$ cat src/rtl/sobel_row_window.sv
// ---------------------------------------------------------------------------
// sobel_row_window
//
// Purpose:
//   Sliding three-row window in front of the Sobel accelerator core. Image
//   row strips arrive one per handshake, top to bottom. The block keeps the
//   last three accepted rows and presents them as row1 (oldest/top), row2 and
//   row3 (newest/bottom). It flags when a complete window is valid and marks
//   the final window of each strip.
//
// Ports:
//   clk                  in   clock
//   reset_n              in   asynchronous active-low reset
//   srd2srow_valid       in   input row strip valid
//   srow2srd_ready       out  a row can be accepted this cycle
//   srd2srow_data        in   row strip pixels, pixel 0 in bits [7:0]
//   srd2srow_first       in   row is the first (top) row of a new strip
//   srd2srow_last        in   row is the last (bottom) row of the strip
//   sctl2srow_clear      in   synchronous clear of error flag and counter
//   srow2sacc_row1_data  out  top row of window
//   srow2sacc_row2_data  out  middle row of window
//   srow2sacc_row3_data  out  bottom row of window
//   srow2swt_valid       out  window valid
//   swt2srow_ready       in   write path consumes the window this cycle
//   srow2swt_last        out  current window is the last of its strip
//   srow2sctl_err        out  sticky protocol error
//   srow2sctl_win_count  out  windows delivered (saturating)
// ---------------------------------------------------------------------------
`ifndef SOBEL_IDATA_WIDTH
`define SOBEL_IDATA_WIDTH 144
`endif

module sobel_row_window #(
  parameter int IDATA_WIDTH = `SOBEL_IDATA_WIDTH,
  parameter int CNT_WIDTH   = 16
) (
  input  logic                   clk,
  input  logic                   reset_n,
  input  logic                   srd2srow_valid,
  output logic                   srow2srd_ready,
  input  logic [IDATA_WIDTH-1:0] srd2srow_data,
  input  logic                   srd2srow_first,
  input  logic                   srd2srow_last,
  input  logic                   sctl2srow_clear,
  output logic [IDATA_WIDTH-1:0] srow2sacc_row1_data,
  output logic [IDATA_WIDTH-1:0] srow2sacc_row2_data,
  output logic [IDATA_WIDTH-1:0] srow2sacc_row3_data,
  output logic                   srow2swt_valid,
  input  logic                   swt2srow_ready,
  output logic                   srow2swt_last,
  output logic                   srow2sctl_err,
  output logic [CNT_WIDTH-1:0]   srow2sctl_win_count
);

  typedef enum logic [1:0] {
    ST_IDLE  = 2'd0,
    ST_FILL1 = 2'd1,
    ST_FILL2 = 2'd2,
    ST_RUN   = 2'd3
  } state_t;

  state_t                 r_state;
  state_t                 w_state_next;
  logic                   r_valid;
  logic                   w_valid_next;
  logic                   r_last;
  logic                   w_last_next;
  logic                   w_err_set;
  logic                   w_acc;
  logic                   w_cons;
  logic                   r_err;
  logic [CNT_WIDTH-1:0]   r_cnt;
  logic [IDATA_WIDTH-1:0] r_row1;
  logic [IDATA_WIDTH-1:0] r_row2;
  logic [IDATA_WIDTH-1:0] r_row3;

  // A new row may enter whenever the held window is empty or is leaving this
  // cycle, so a consume and an accept can overlap without a bubble.
  assign srow2srd_ready = !r_valid | swt2srow_ready;
  assign w_acc          = srd2srow_valid & srow2srd_ready;
  assign w_cons         = r_valid & swt2srow_ready;

  // Next-state and output-flag logic.
  always_comb begin
    w_state_next = r_state;
    w_valid_next = r_valid;
    w_last_next  = r_last;
    w_err_set    = 1'b0;

    if (w_acc) begin
      if (srd2srow_first) begin
        // A first row always restarts the strip; a first+last row is a
        // one-row strip and therefore an error.
        w_valid_next = 1'b0;
        w_last_next  = 1'b0;
        if (srd2srow_last) begin
          w_err_set    = 1'b1;
          w_state_next = ST_IDLE;
        end else begin
          w_state_next = ST_FILL1;
        end
      end else begin
        unique case (r_state)
          ST_IDLE: begin
            w_err_set = 1'b1;
          end
          ST_FILL1: begin
            if (srd2srow_last) begin
              w_err_set    = 1'b1;
              w_state_next = ST_IDLE;
            end else begin
              w_state_next = ST_FILL2;
            end
          end
          ST_FILL2: begin
            w_state_next = ST_RUN;
            w_valid_next = 1'b1;
            w_last_next  = srd2srow_last;
          end
          ST_RUN: begin
            if (r_last) begin
              // The strip already ended: a row without first belongs to no
              // strip. The final window leaves this cycle (acc implies cons).
              w_err_set    = 1'b1;
              w_state_next = ST_IDLE;
              w_valid_next = 1'b0;
              w_last_next  = 1'b0;
            end else begin
              w_valid_next = 1'b1;
              w_last_next  = srd2srow_last;
            end
          end
          default: begin
            w_state_next = ST_IDLE;
          end
        endcase
      end
    end else if (w_cons) begin
      w_valid_next = 1'b0;
      w_last_next  = 1'b0;
      if (r_last) begin
        w_state_next = ST_IDLE;
      end
    end
  end

  always_ff @(posedge clk or negedge reset_n) begin
    if (!reset_n) begin
      r_state <= ST_IDLE;
      r_valid <= 1'b0;
      r_last  <= 1'b0;
    end else begin
      r_state <= w_state_next;
      r_valid <= w_valid_next;
      r_last  <= w_last_next;
    end
  end

  // Row shift register: moves only on an accepted row, so the window is
  // frozen while the write path stalls.
  always_ff @(posedge clk or negedge reset_n) begin
    if (!reset_n) begin
      r_row1 <= '0;
      r_row2 <= '0;
      r_row3 <= '0;
    end else if (w_acc) begin
      r_row1 <= r_row2;
      r_row2 <= r_row3;
      r_row3 <= srd2srow_data;
    end
  end

  // Status: clear wins over a same-cycle error set or count increment.
  always_ff @(posedge clk or negedge reset_n) begin
    if (!reset_n) begin
      r_err <= 1'b0;
      r_cnt <= '0;
    end else if (sctl2srow_clear) begin
      r_err <= 1'b0;
      r_cnt <= '0;
    end else begin
      if (w_err_set) begin
        r_err <= 1'b1;
      end
      if (w_cons && (r_cnt != {CNT_WIDTH{1'b1}})) begin
        r_cnt <= r_cnt + CNT_WIDTH'(1);
      end
    end
  end

  assign srow2sacc_row1_data = r_row1;
  assign srow2sacc_row2_data = r_row2;
  assign srow2sacc_row3_data = r_row3;
  assign srow2swt_valid      = r_valid;
  assign srow2swt_last       = r_last;
  assign srow2sctl_err       = r_err;
  assign srow2sctl_win_count = r_cnt;

endmodule

$ cat config.mk
export PLATFORM = sky130hd
export DESIGN_NAME = sobel_row_window
export DESIGN_NICKNAME = d
export VERILOG_FILES = /design/src/rtl/sobel_row_window.sv
export SDC_FILE = /design/constraint.sdc
export NUM_CORES = 1
export LEC_CHECK = 0
export BUFFER_PORTS_ARGS = -buffer_cell sky130_fd_sc_hd__clkbuf_2
export CAP_MARGIN = 5
export CORE_AREA = 2 2 232 234
export CTS_CLUSTER_DIAMETER = 80
export CTS_CLUSTER_SIZE = 14
export DETAILED_ROUTE_END_ITERATION = 16
export DIE_AREA = 0 0 234 236
export GPL_ROUTABILITY_DRIVEN = 0
export GPL_TIMING_DRIVEN = 0
export PLACE_DENSITY_LB_ADDON = 0.3
export SLEW_MARGIN = 40
export SYNTH_ARGS = -nofsm -noshare
export SYNTH_HDL_FRONTEND = slang
export SYNTH_SLANG_ARGS = --single-unit
export TNS_END_PERCENT = 1
$ cat constraint.sdc
create_clock -name clk -period 2.1 [get_ports clk]
set_input_delay 0.21 -clock clk [delete_from_list [all_inputs] [get_ports clk]]
set_output_delay 0.21 -clock clk [all_outputs]
set_load 0.05 [all_outputs]
==> results.json, run 1 <==
{
  "first_pass_iters": 5,
  "finalHoldViolCount": 0,
  "async_flop_share_pct": 100,
  "syn_area_per_cell_sq_um": 8.91,
  "layout_min_cycle_time_ns": 1.98,
  "setup_slack_ns": 0.119,
  "ir_drop_mv": 0.752,
  "post-place-ws_ns": -0.245,
  "start_util_pct": 32.7,
  "synth_warnings": 0,
  "fin_cells": 3448,
  "synth_edf_count": 0,
  "seq_area_frac_synth_pct": 65.4,
  "synthCells": 1946,
  "fin_nets": 2896,
  "netlist_area_sq_um": 17300,
  "p_leak_nw": 13.8,
  "dp_cells": 3250,
  "finalCritPeriodShare_pct": 94.3,
  "finalSetupViolCount": 0,
  "worstPathRequired_ns": 2.59,
  "routed_via_density": 4.64,
  "synth_nets": 2098,
  "numCtsBuffers": 40,
  "crit_type": "flip-flop to flip-flop",
  "dp_hpwl_um": 44900,
  "insertion_delay_ns": 0.56,
  "portBuffers": 601,
  "relSlewSlack_pct": 62.5,
  "ctsHtreeMaxLevel": 2,
  "fmax_ghz": 0.505,
  "synth_top_area_share_pct": 65.4,
  "cts_sinks": 453,
  "cts_tree": "yes",
  "vias": 16000,
  "whs_path_depth": 2,
  "core-area_sq_um": 53100,
  "tightest_slew_ns": 0.559,
  "die_h_um": 236,
  "yosys.area.top_type": "dfrtp_1",
  "clock_path_buffers": 3,
  "cp-end-kind": "flip-flop",
  "drt_iter0_drc": 1024,
  "ant_nets": 0,
  "drc": 0,
  "hold_path.class": "input pin to flip-flop",
  "ys_ff_latch": 453,
  "slew_violations": 0,
  "antenna_found_initial": 1,
  "num_rows": 85,
  "status": "complete, no violations",
  "area_growth_pct": 38.8,
  "finalWirelength_um": 61100,
  "io_pins": 603,
  "maxCapViolations": 0,
  "wl_per_cell_um": 17.7,
  "r2r_cells": 8,
  "crit_path_start_kind": "flip-flop",
  "ctsRootBufferMaster": "clkbuf_16",
  "grt_pass1_wl_um": 93900,
  "post_synth_num_cell_types": 37,
  "fp.dieW_um": 234,
  "die_area_sq_um": 55200,
  "grt_pass1_vias": 16000,
  "cp_max_fo": 10,
  "synth_area_leaders": "dfrtp_1, nand2_1, buf_2",
  "rsz0062_at_grt": "yes",
  "grt_max_degree": 72,
  "synthFlopType": "dfrtp_1",
  "power.density_nw_per_um2": 1280,
  "crit_arrival_ns": 2.47,
  "cts_setup_buffers": 0,
  "drive_gt1_share_pct": 27.2,
  "grt_util_all_layers_pct": 22.0,
  "gr-total-overflow": 0,
  "finClkSkew_ns": 0.0181,
  "clk_pin_slew_ns": 0.07
}
-- layer usage --
metal  part of all wire, %  GRT usage (%)
met2                    48           36.2
met5                     0              0
met1                    42           28.9
met3                   6.1           4.27
met4                   3.6           7.36
-- critical path, stage by stage, from the launching register on --
cell,delay [ns]
dfrtp_1,0.47
nand2b_1,0.08
clkbuf_2,0.18
nand2_1,0.10
clkbuf_4,0.28
buf_4,0.32
buf_2,0.31
nand2_1,0.09
nand2_1,0.08
-- cells by family (layout without fill, tap and decap cells) --
group	after synthesis	count (layout)	synth area share [%]
and+or+nand+nor	1340	1340	29.6
DFF	453	453	65.4
buffers and inverters	105	909	2.97
AOI/OAI and AO/OA	45	45	1.83
adders and majority gates	1	1	0.0722
xor gates and xnor gates	1	1	0.0505
muxes	1	1	0.0577
other	0	2	0
-- cells in the mapped netlist, types with 2 or more instances --
master,count
o21ai_1,5
and3_1,2
nand3_1,5
nand2b_1,2
nand4_2,2
inv_1,4
or4_1,5
or3_1,9
a21oi_1,12
clkbuf_1,21
and4_1,2
a21oi_2,5
o31ai_1,6
buf_2,77
nand4_1,3
nand2_1,1304
dfrtp_1,453
a211oi_1,2
o21ai_0,6
o221ai_1,2
nor2_1,3
-- path summary, 6_finish.rpt --
path,startpoint,endpoint,slack [ns]
max in group asynchronous,reset_n,srow2sacc_row3_data[50],0.61
min,sctl2srow_clear,srow2sctl_win_count[6],0.04
max,srow2swt_valid,srow2sacc_row3_data[127],0.12
max reg2reg,srow2swt_valid,srow2sacc_row3_data[127],0.12
min reg2reg,srow2sacc_row1_data[58],srow2sacc_row1_data[58],0.48
min in group asynchronous,reset_n,srow2sacc_row1_data[123],0.18
-- power by group --
group          internal, mW  switching (mW)
combinational          2.40            9.53
clock                  3.57            3.29
sequential             10.5            1.45
-- cell usage in the layout, fill, tap and decap left out, types with 2 or more instances in the layout --
cell type	netlist	layout
buf_6	1	6
o31ai_1	6	6
or4_1	5	5
buf_16	0	7
clkbuf_2	0	603
nand4_1	3	3
a21oi_1	12	12
o221ai_1	2	2
and4_1	2	2
inv_1	4	4
nand3_1	5	5
o21ai_1	5	5
nand2_1	1304	1304
a21oi_2	5	5
clkbuf_8	0	3
clkbuf_1	21	19
dfrtp_1	453	453
diode_2	0	2
clkbuf_16	0	41
nand4_2	2	2
clkbuf_4	0	10
dlygate4sd3_1	0	148
buf_4	0	2
or3_1	9	9
a211oi_1	2	2
o21ai_0	6	6
nand2b_1	2	2
buf_2	77	60
nor2_1	3	3
and3_1	2	2
-- state kept, by name, summed over array words and instances, names as in the netlist --
| name | flops |
|---|---|
| srow2sacc_row1_data | 144 |
| srow2swt_valid | 1 |
| srow2sctl_err | 1 |
| srow2swt_last | 1 |
| srow2sacc_row3_data | 144 |
| r_state | 2 |
| srow2sctl_win_count | 16 |
| srow2sacc_row2_data | 144 |
-- per-stage QoR --
| stage | area [sq um] | power, mW | util, % | TNS, ns | hold WS, ns |
|---|---|---|---|---|---|
| 2_1_floorplan | 17300 | 20.1 | - | -0.0933 | -0.0856 |
| 3_3_place_gp | 21200 | 23.6 | 40.0 | -4317.63 | 0.401 |
| 3_5_place_dp | 21400 | 23.8 | 40.4 | -61.52 | 0.197 |
| 4_1_cts | 24000 | 31.0 | 45.3 | -0.00195 | 0.00657 |
| 5_1_grt | 24100 | 32.1 | 45.3 | -0.0220 | 0.0286 |
| 6_report | 24100 | 30.7 | 45.3 | 0 | 0.0412 |
-- layout make-up --
class / instances / area, sq um
Clock inverter: 4 / 41.3
Multi-Input combinational cell: 1388 / 5480
Buffer: 101 / 564
Tap cell: 696 / 871
Antenna cell: 2 / 5.00
Sequential cell: 453 / 11300
Fill cell: 5161 / 29000
Inverter: 4 / 15.0
Timing Repair Buffer: 756 / 4690
Clock buffer: 44 / 1060
-- what timing repair did --
item,4_1_cts,5_1_grt
gates resized for setup,12,13
endpoints found under the hold margin,233,0
hold buffers,148,0
pin swaps,0,1
setup endpoints to repair,370,387
(Power assumes the default switching activity.)
==> run 2, diff against run 1 <==
- CORE_AREA: 2 2 232 234 -> 2 2 235 237
- CTS_BUF_LIST: not set -> sky130_fd_sc_hd__clkbuf_8
- DIE_AREA: 0 0 234 236 -> 0 0 237 239
==> run 2 against run 1 <==
- setup slack is essentially flat
- highest routed layer is now met5
- worst hold slack gained 0.099 ns
- clock skew grew 0.020 ns
- core utilization shrank 1.7 points
- critical endpoint is now srow2sacc_row3_data[99]
- register-to-register slack is essentially flat
- cell area shrank 1.4%
- largest power group unchanged
==> results.json, run 2 (synthesis gave the netlist of run 1 again) <==
{
  "rsz0062_at_grt": "yes",
  "num-fill-cells": 5325,
  "portBuffers": 601,
  "finalWirelength_um": 60500,
  "p_clk_share_pct": 17.8,
  "r2r_setup_slack_ns": 0.12,
  "grt_pass1_vias": 15600,
  "intPower_mw": 14.9,
  "power_mw": 29.0,
  "finalSetupViolCount": 0,
  "dp_cells": 3258,
  "num_rows": 86,
  "dp_hpwl_um": 44500,
  "ctsHtreeMaxLevel": 2,
  "hold_path.class": "input pin to async pin",
  "finalCritPeriodShare_pct": 94.3,
  "fin_setup_tns_ns": 0,
  "core-area_sq_um": 54300,
  "grt_max_degree": 71,
  "ctsRootBufferMaster": "clkbuf_8",
  "wl_per_cell_um": 17.4,
  "cts_setup_buffers": 0,
  "drive_gt1_share_pct": 27.3,
  "cp_top_family": "buffers and inverters",
  "ir_drop_mv": 0.615,
  "insertion_delay_ns": 0.64,
  "p_leak_nw": 13.6,
  "grt_pass1_wl_um": 91300,
  "ant_nets": 0,
  "final_cell_mix": "nand2_1, clkbuf_2, dfrtp_1, dlygate4sd3_1, buf_2",
  "cp_max_fo": 10,
  "cts_sinks": 453,
  "fp.dieW_um": 237,
  "crit_slowest_cell": "dfrtp_1",
  "power_switching_mw": 14.1,
  "netSwitchingFraction_pct": 48.6,
  "slew_violations": 0,
  "grt_use_met1_pct": 26.8,
  "layout_min_cycle_time_ns": 1.98,
  "cp_slowest_stage_delay_ns": 0.47,
  "antenna_found_initial": 7,
  "pwr-share-seq_pct": 41.1,
  "tightest_slew_ns": 0.581,
  "r2r_start": "srow2swt_valid",
  "status": "complete, no violations",
  "die_area_sq_um": 56600,
  "die_h_um": 239,
  "maxCapViolations": 0,
  "gr-total-overflow": 0,
  "start_util_pct": 31.9,
  "crit_chain": "nand2b_1 -> clkbuf_2 -> and2_1 -> clkbuf_4 -> buf_6 -> buf_2 -> nand2_1 -> nand2_1",
  "power.density_nw_per_um2": 1220,
  "area_growth_pct": 36.8,
  "post-place-ws_ns": -0.250,
  "setup_slack_ns": 0.120,
  "worstPathRequired_ns": 2.67,
  "finClkSkew_ns": 0.0377,
  "layout_commonest_cell": "nand2_1",
  "numCtsBuffers": 41,
  "cts_tree": "yes",
  "crit_path_start_kind": "flip-flop",
  "grt_util_all_layers_pct": 20.9,
  "cp_common_cell": "nand2_1",
  "path_buf_inv": 4,
  "crit_type": "flip-flop to flip-flop",
  "cp-end-kind": "flip-flop",
  "met2_usage_pct": 34.5,
  "fmax_ghz": 0.505,
  "routed_via_density": 4.57,
  "clk_pin_slew_ns": 0.10,
  "first_pass_iters": 8,
  "power_frac_comb_pct": 41.1,
  "grt_most_used_layer": "met2",
  "relSlewSlack_pct": 61.3,
  "crit_arrival_ns": 2.55,
  "finalHoldViolCount": 0,
  "final_util_pct": 43.7,
  "worst_r2r_endpoint": "srow2sacc_row3_data[99]",
  "drt_iter0_drc": 835,
  "fin_cells": 3467,
  "drc": 0,
  "use_met3_pct": 4.28,
  "io_pins": 603,
  "clock_path_buffers": 3,
  "r2r_cells": 8,
  "vias": 15900,
  "fin_nets": 2903
}
-- run 2: worst max-delay path by stage --
stage / end / cells past startpoint / from
final: srow2sacc_row3_data[99] / 8 / srow2swt_valid
after global routing: srow2sacc_row2_data[87] / 8 / srow2swt_valid
after CTS: srow2sacc_row3_data[92] / 8 / srow2swt_valid
after detailed placement: srow2sacc_row2_data[19] / 8 / srow2swt_valid
after global placement: srow2sacc_row1_data[52] / 1 / reset_n
after floorplan: srow2sctl_win_count[1] / 7 / srow2sctl_win_count[0]
-- run 2: tightest hold or removal path, cell delays in order --
cell and delay (ns):
dlygate4sd3_1 0.55, clkbuf_8 0.14, buf_16 0.25
-- run 2: cell type report --
class                      instances  area (sq um)  share of cell area, %
sequential                       453         11300                   47.8
multi-input combinational       1388          5480                   23.1
timing repair buffer             762          4750                   20.0
tap                              704           881                   3.71
clock buffer                      43           592                   2.49
buffer                           101           548                   2.31
clock inverter                     9           111                  0.469
inverter                           4          15.0                 0.0633
antenna                            3          7.51                 0.0316
-- run 2: repair_timing --
action                                  4_1_cts  5_1_grt
hold buffers                                154        0
endpoints found under the hold margin       225        0
gates resized for setup                       9        9
pin swaps                                     0        1
endpoints found under the setup margin      370      338
-- run 2: routing by layer --
layer / vias to the layer above / part of all wire (%)
li1: 7535 / -
met1: 7677 / 42
met2: 516 / 48
met3: 129 / 6.4
met4: 2 / 3.8
met5: - / 0.021
-- run 2: per-stage QoR --
stage | cell area, sq um | hold WS (ns)
after global routing | 23700 | 0.134
after floorplan | 17300 | -0.0856
final | 23700 | 0.140
after CTS | 23700 | 0.0767
after detailed placement | 21400 | 0.0886
after global placement | 21200 | 0.400
-- run 2: power by group through the flow --
stage	logic [mW]	clock network (mW)	registers [mW]
2_1_floorplan	2.09	0	18.0
3_3_place_gp	11.6	0	12.0
3_5_place_dp	11.7	0	12.1
4_1_cts	12.0	5.37	11.9
5_1_grt	12.6	5.67	12.2
6_report	11.9	5.16	11.9
==> run 3, diff against run 2 <==
- CTS_CLUSTER_DIAMETER: 80 -> 40
- PLACE_DENSITY_LB_ADDON: 0.3 -> not set
- RECOVER_POWER: not set -> 100
==> run 3 against run 2 <==
- via count increased by 3.3%
- worst hold slack improved by 0.13 ns
- critical path depth decreased by 2
- clock power increased by 72%
- flip-flop and latch count unchanged
- total power increased by 11%
- register-to-register slack improved by 0.02 ns
- setup slack improved by 0.012 ns
- sequential power about the same
- combinational power decreased by 3%
- largest power group unchanged
==> results.json, run 3 (synthesis gave the netlist of run 1 again) <==
{
  "finalCritPeriodShare_pct": 93.7,
  "path_buf_inv": 4,
  "ctsHtreeMaxLevel": 3,
  "finalSetupViolCount": 0,
  "ant_nets": 0,
  "num-fill-cells": 5536,
  "die_h_um": 239,
  "tightest_slew_ns": 0.869,
  "area_growth_pct": 39.4,
  "drc": 0,
  "power_mw": 32.3,
  "fin_setup_tns_ns": 0,
  "finClkSkew_ns": 0.0282,
  "gr-total-overflow": 0,
  "cp_top_family": "buffers and inverters",
  "final_cell_area_sq_um": 24200,
  "dp_hpwl_um": 45000,
  "timing.hold.ws_ns": 0.274,
  "final_cell_mix": "nand2_1, clkbuf_1, dfrtp_1, clkbuf_2, dlygate4sd3_1",
  "finalWirelength_um": 62200,
  "dpl_cell_area_sq_um": 21400,
  "relSlewSlack_pct": 42.3,
  "grt_max_degree": 71,
  "grt_pass1_wl_um": 94500,
  "crit_path_start_kind": "input pin",
  "antenna_found_initial": 4,
  "ctsRootBufferMaster": "clkbuf_8",
  "layout_min_cycle_time_ns": 1.97,
  "routed_via_density": 4.59,
  "io_pins": 603,
  "portBuffers": 601,
  "die_area_sq_um": 56600,
  "crit_type": "input pin to flip-flop",
  "num_rows": 86,
  "cp_slowest_stage_delay_ns": 0.58,
  "insertion_delay_ns": 0.66,
  "drive_gt1_share_pct": 13.9,
  "power.density_nw_per_um2": 1340,
  "cp-end-kind": "flip-flop",
  "clk_pin_slew_ns": 0.06,
  "fin_nets": 2943,
  "wl_per_cell_um": 17.5,
  "post-place-ws_ns": -0.231,
  "vias": 16400,
  "core-area_sq_um": 54300,
  "cp_max_fo": 5,
  "finalHoldViolCount": 0,
  "grt_util_all_layers_pct": 21.5,
  "crit_arrival_ns": 2.55,
  "cp_common_cell": "dlygate4sd3_1",
  "crit_chain": "dlygate4sd3_1 -> clkbuf_2 -> nand2b_1 -> dlygate4sd3_1 -> o31ai_1 -> dlygate4sd3_1",
  "crit_slowest_cell": "dlygate4sd3_1",
  "slew_violations": 0,
  "start_util_pct": 31.9,
  "setup_slack_ns": 0.132,
  "status": "complete, no violations",
  "drt_iter0_drc": 930,
  "fmax_ghz": 0.508,
  "ir_drop_mv": 0.679,
  "hold_path.class": "input pin to flip-flop",
  "grt_pass1_vias": 16100,
  "maxCapViolations": 0,
  "layout_commonest_cell": "nand2_1",
  "worstPathRequired_ns": 2.68,
  "p_leak_nw": 12.7,
  "cts_tree": "yes",
  "fp.dieW_um": 237,
  "clock_path_buffers": 3,
  "numCtsBuffers": 80,
  "cts_sinks": 453,
  "first_pass_iters": 5,
  "cts_setup_buffers": 0
}
-- run 3: changes by cell type in the layout (fill, tap and decap cells not counted), moves of 4 or more --
cell / previous run / this run
inv_6: 1 / 13
clkinv_2: 0 / 14
clkbuf_8: 44 / 87
clkbuf_1: 19 / 464
buf_2: 67 / 53
clkinvlp_4: 3 / 14
clkbuf_2: 602 / 170
o21ai_0: 6 / 10
inv_1: 4 / 9
clkinv_4: 0 / 8
-- run 3: final timing paths --
check	slack (ns)	from	to	cells after the start
worst max-delay path	0.13	srd2srow_first	r_state[1]	6
worst min-delay path	0.27	srd2srow_data[52]	srow2sacc_row3_data[52]	4
worst max register to register	0.14	srow2swt_valid	srow2sacc_row2_data[73]	8
worst min register to register	0.48	srow2sacc_row1_data[63]	srow2sacc_row1_data[63]	2
max in group asynchronous	0.20	reset_n	srow2sacc_row3_data[93]	6
min in group asynchronous	0.51	reset_n	srow2sacc_row1_data[7]	3
-- run 3: final cells by class --
class                   instances  area [sq um]  share of cell area [%]
flip-flops and latches        453         11300                    46.9
well taps                     704           881                    3.65
diodes                          4          10.0                  0.0414
clock buffers                  86          1180                    4.90
clock inverters                62           553                    2.29
multi-input cells            1388          5480                    22.7
plain buffers                 101           556                    2.30
repair buffers                763          4150                    17.2
inverters                       4          15.0                  0.0621
-- run 3: routing by layer --
| layer | track usage [%] | wire length (um) |
|---|---|---|
| met3 | 4.98 | 4400 |
| met2 | 35.2 | 29900 |
| met4 | 8.78 | 1980 |
| met1 | 27.5 | 25900 |
| met5 | 0 | 0 |
-- run 3: report_power, final --
| group | switching, mW | leakage, nW | internal, mW | total (mW) |
|---|---|---|---|---|
| sequential | 1.47 | 5.68 | 10.5 | 12.0 |
| combinational | 9.57 | 6.14 | 1.95 | 11.5 |
| clock | 4.32 | 0.876 | 4.53 | 8.86 |
-- run 3: through the flow --
stage	util, %	cells
global placement	39.1	3251
detailed placement	39.4	3258
finish	44.5	3565
CTS	45.5	3561
global route	44.5	3565
floorplan	-	1946
-- run 3: worst min-delay path, stage by stage --
cell	delay, ns
dlygate4sd3_1	0.52
clkbuf_2	0.09
nand2_1	0.04
nand2_1	0.04
-- run 3: timing repair --
item | 4_1_cts | 5_1_grt
endpoints found under the hold margin | 383 | 0
hold buffers | 155 | 0
resized for setup | 7 | 15
pin swaps | 0 | 1
setup endpoints to repair | 370 | 381
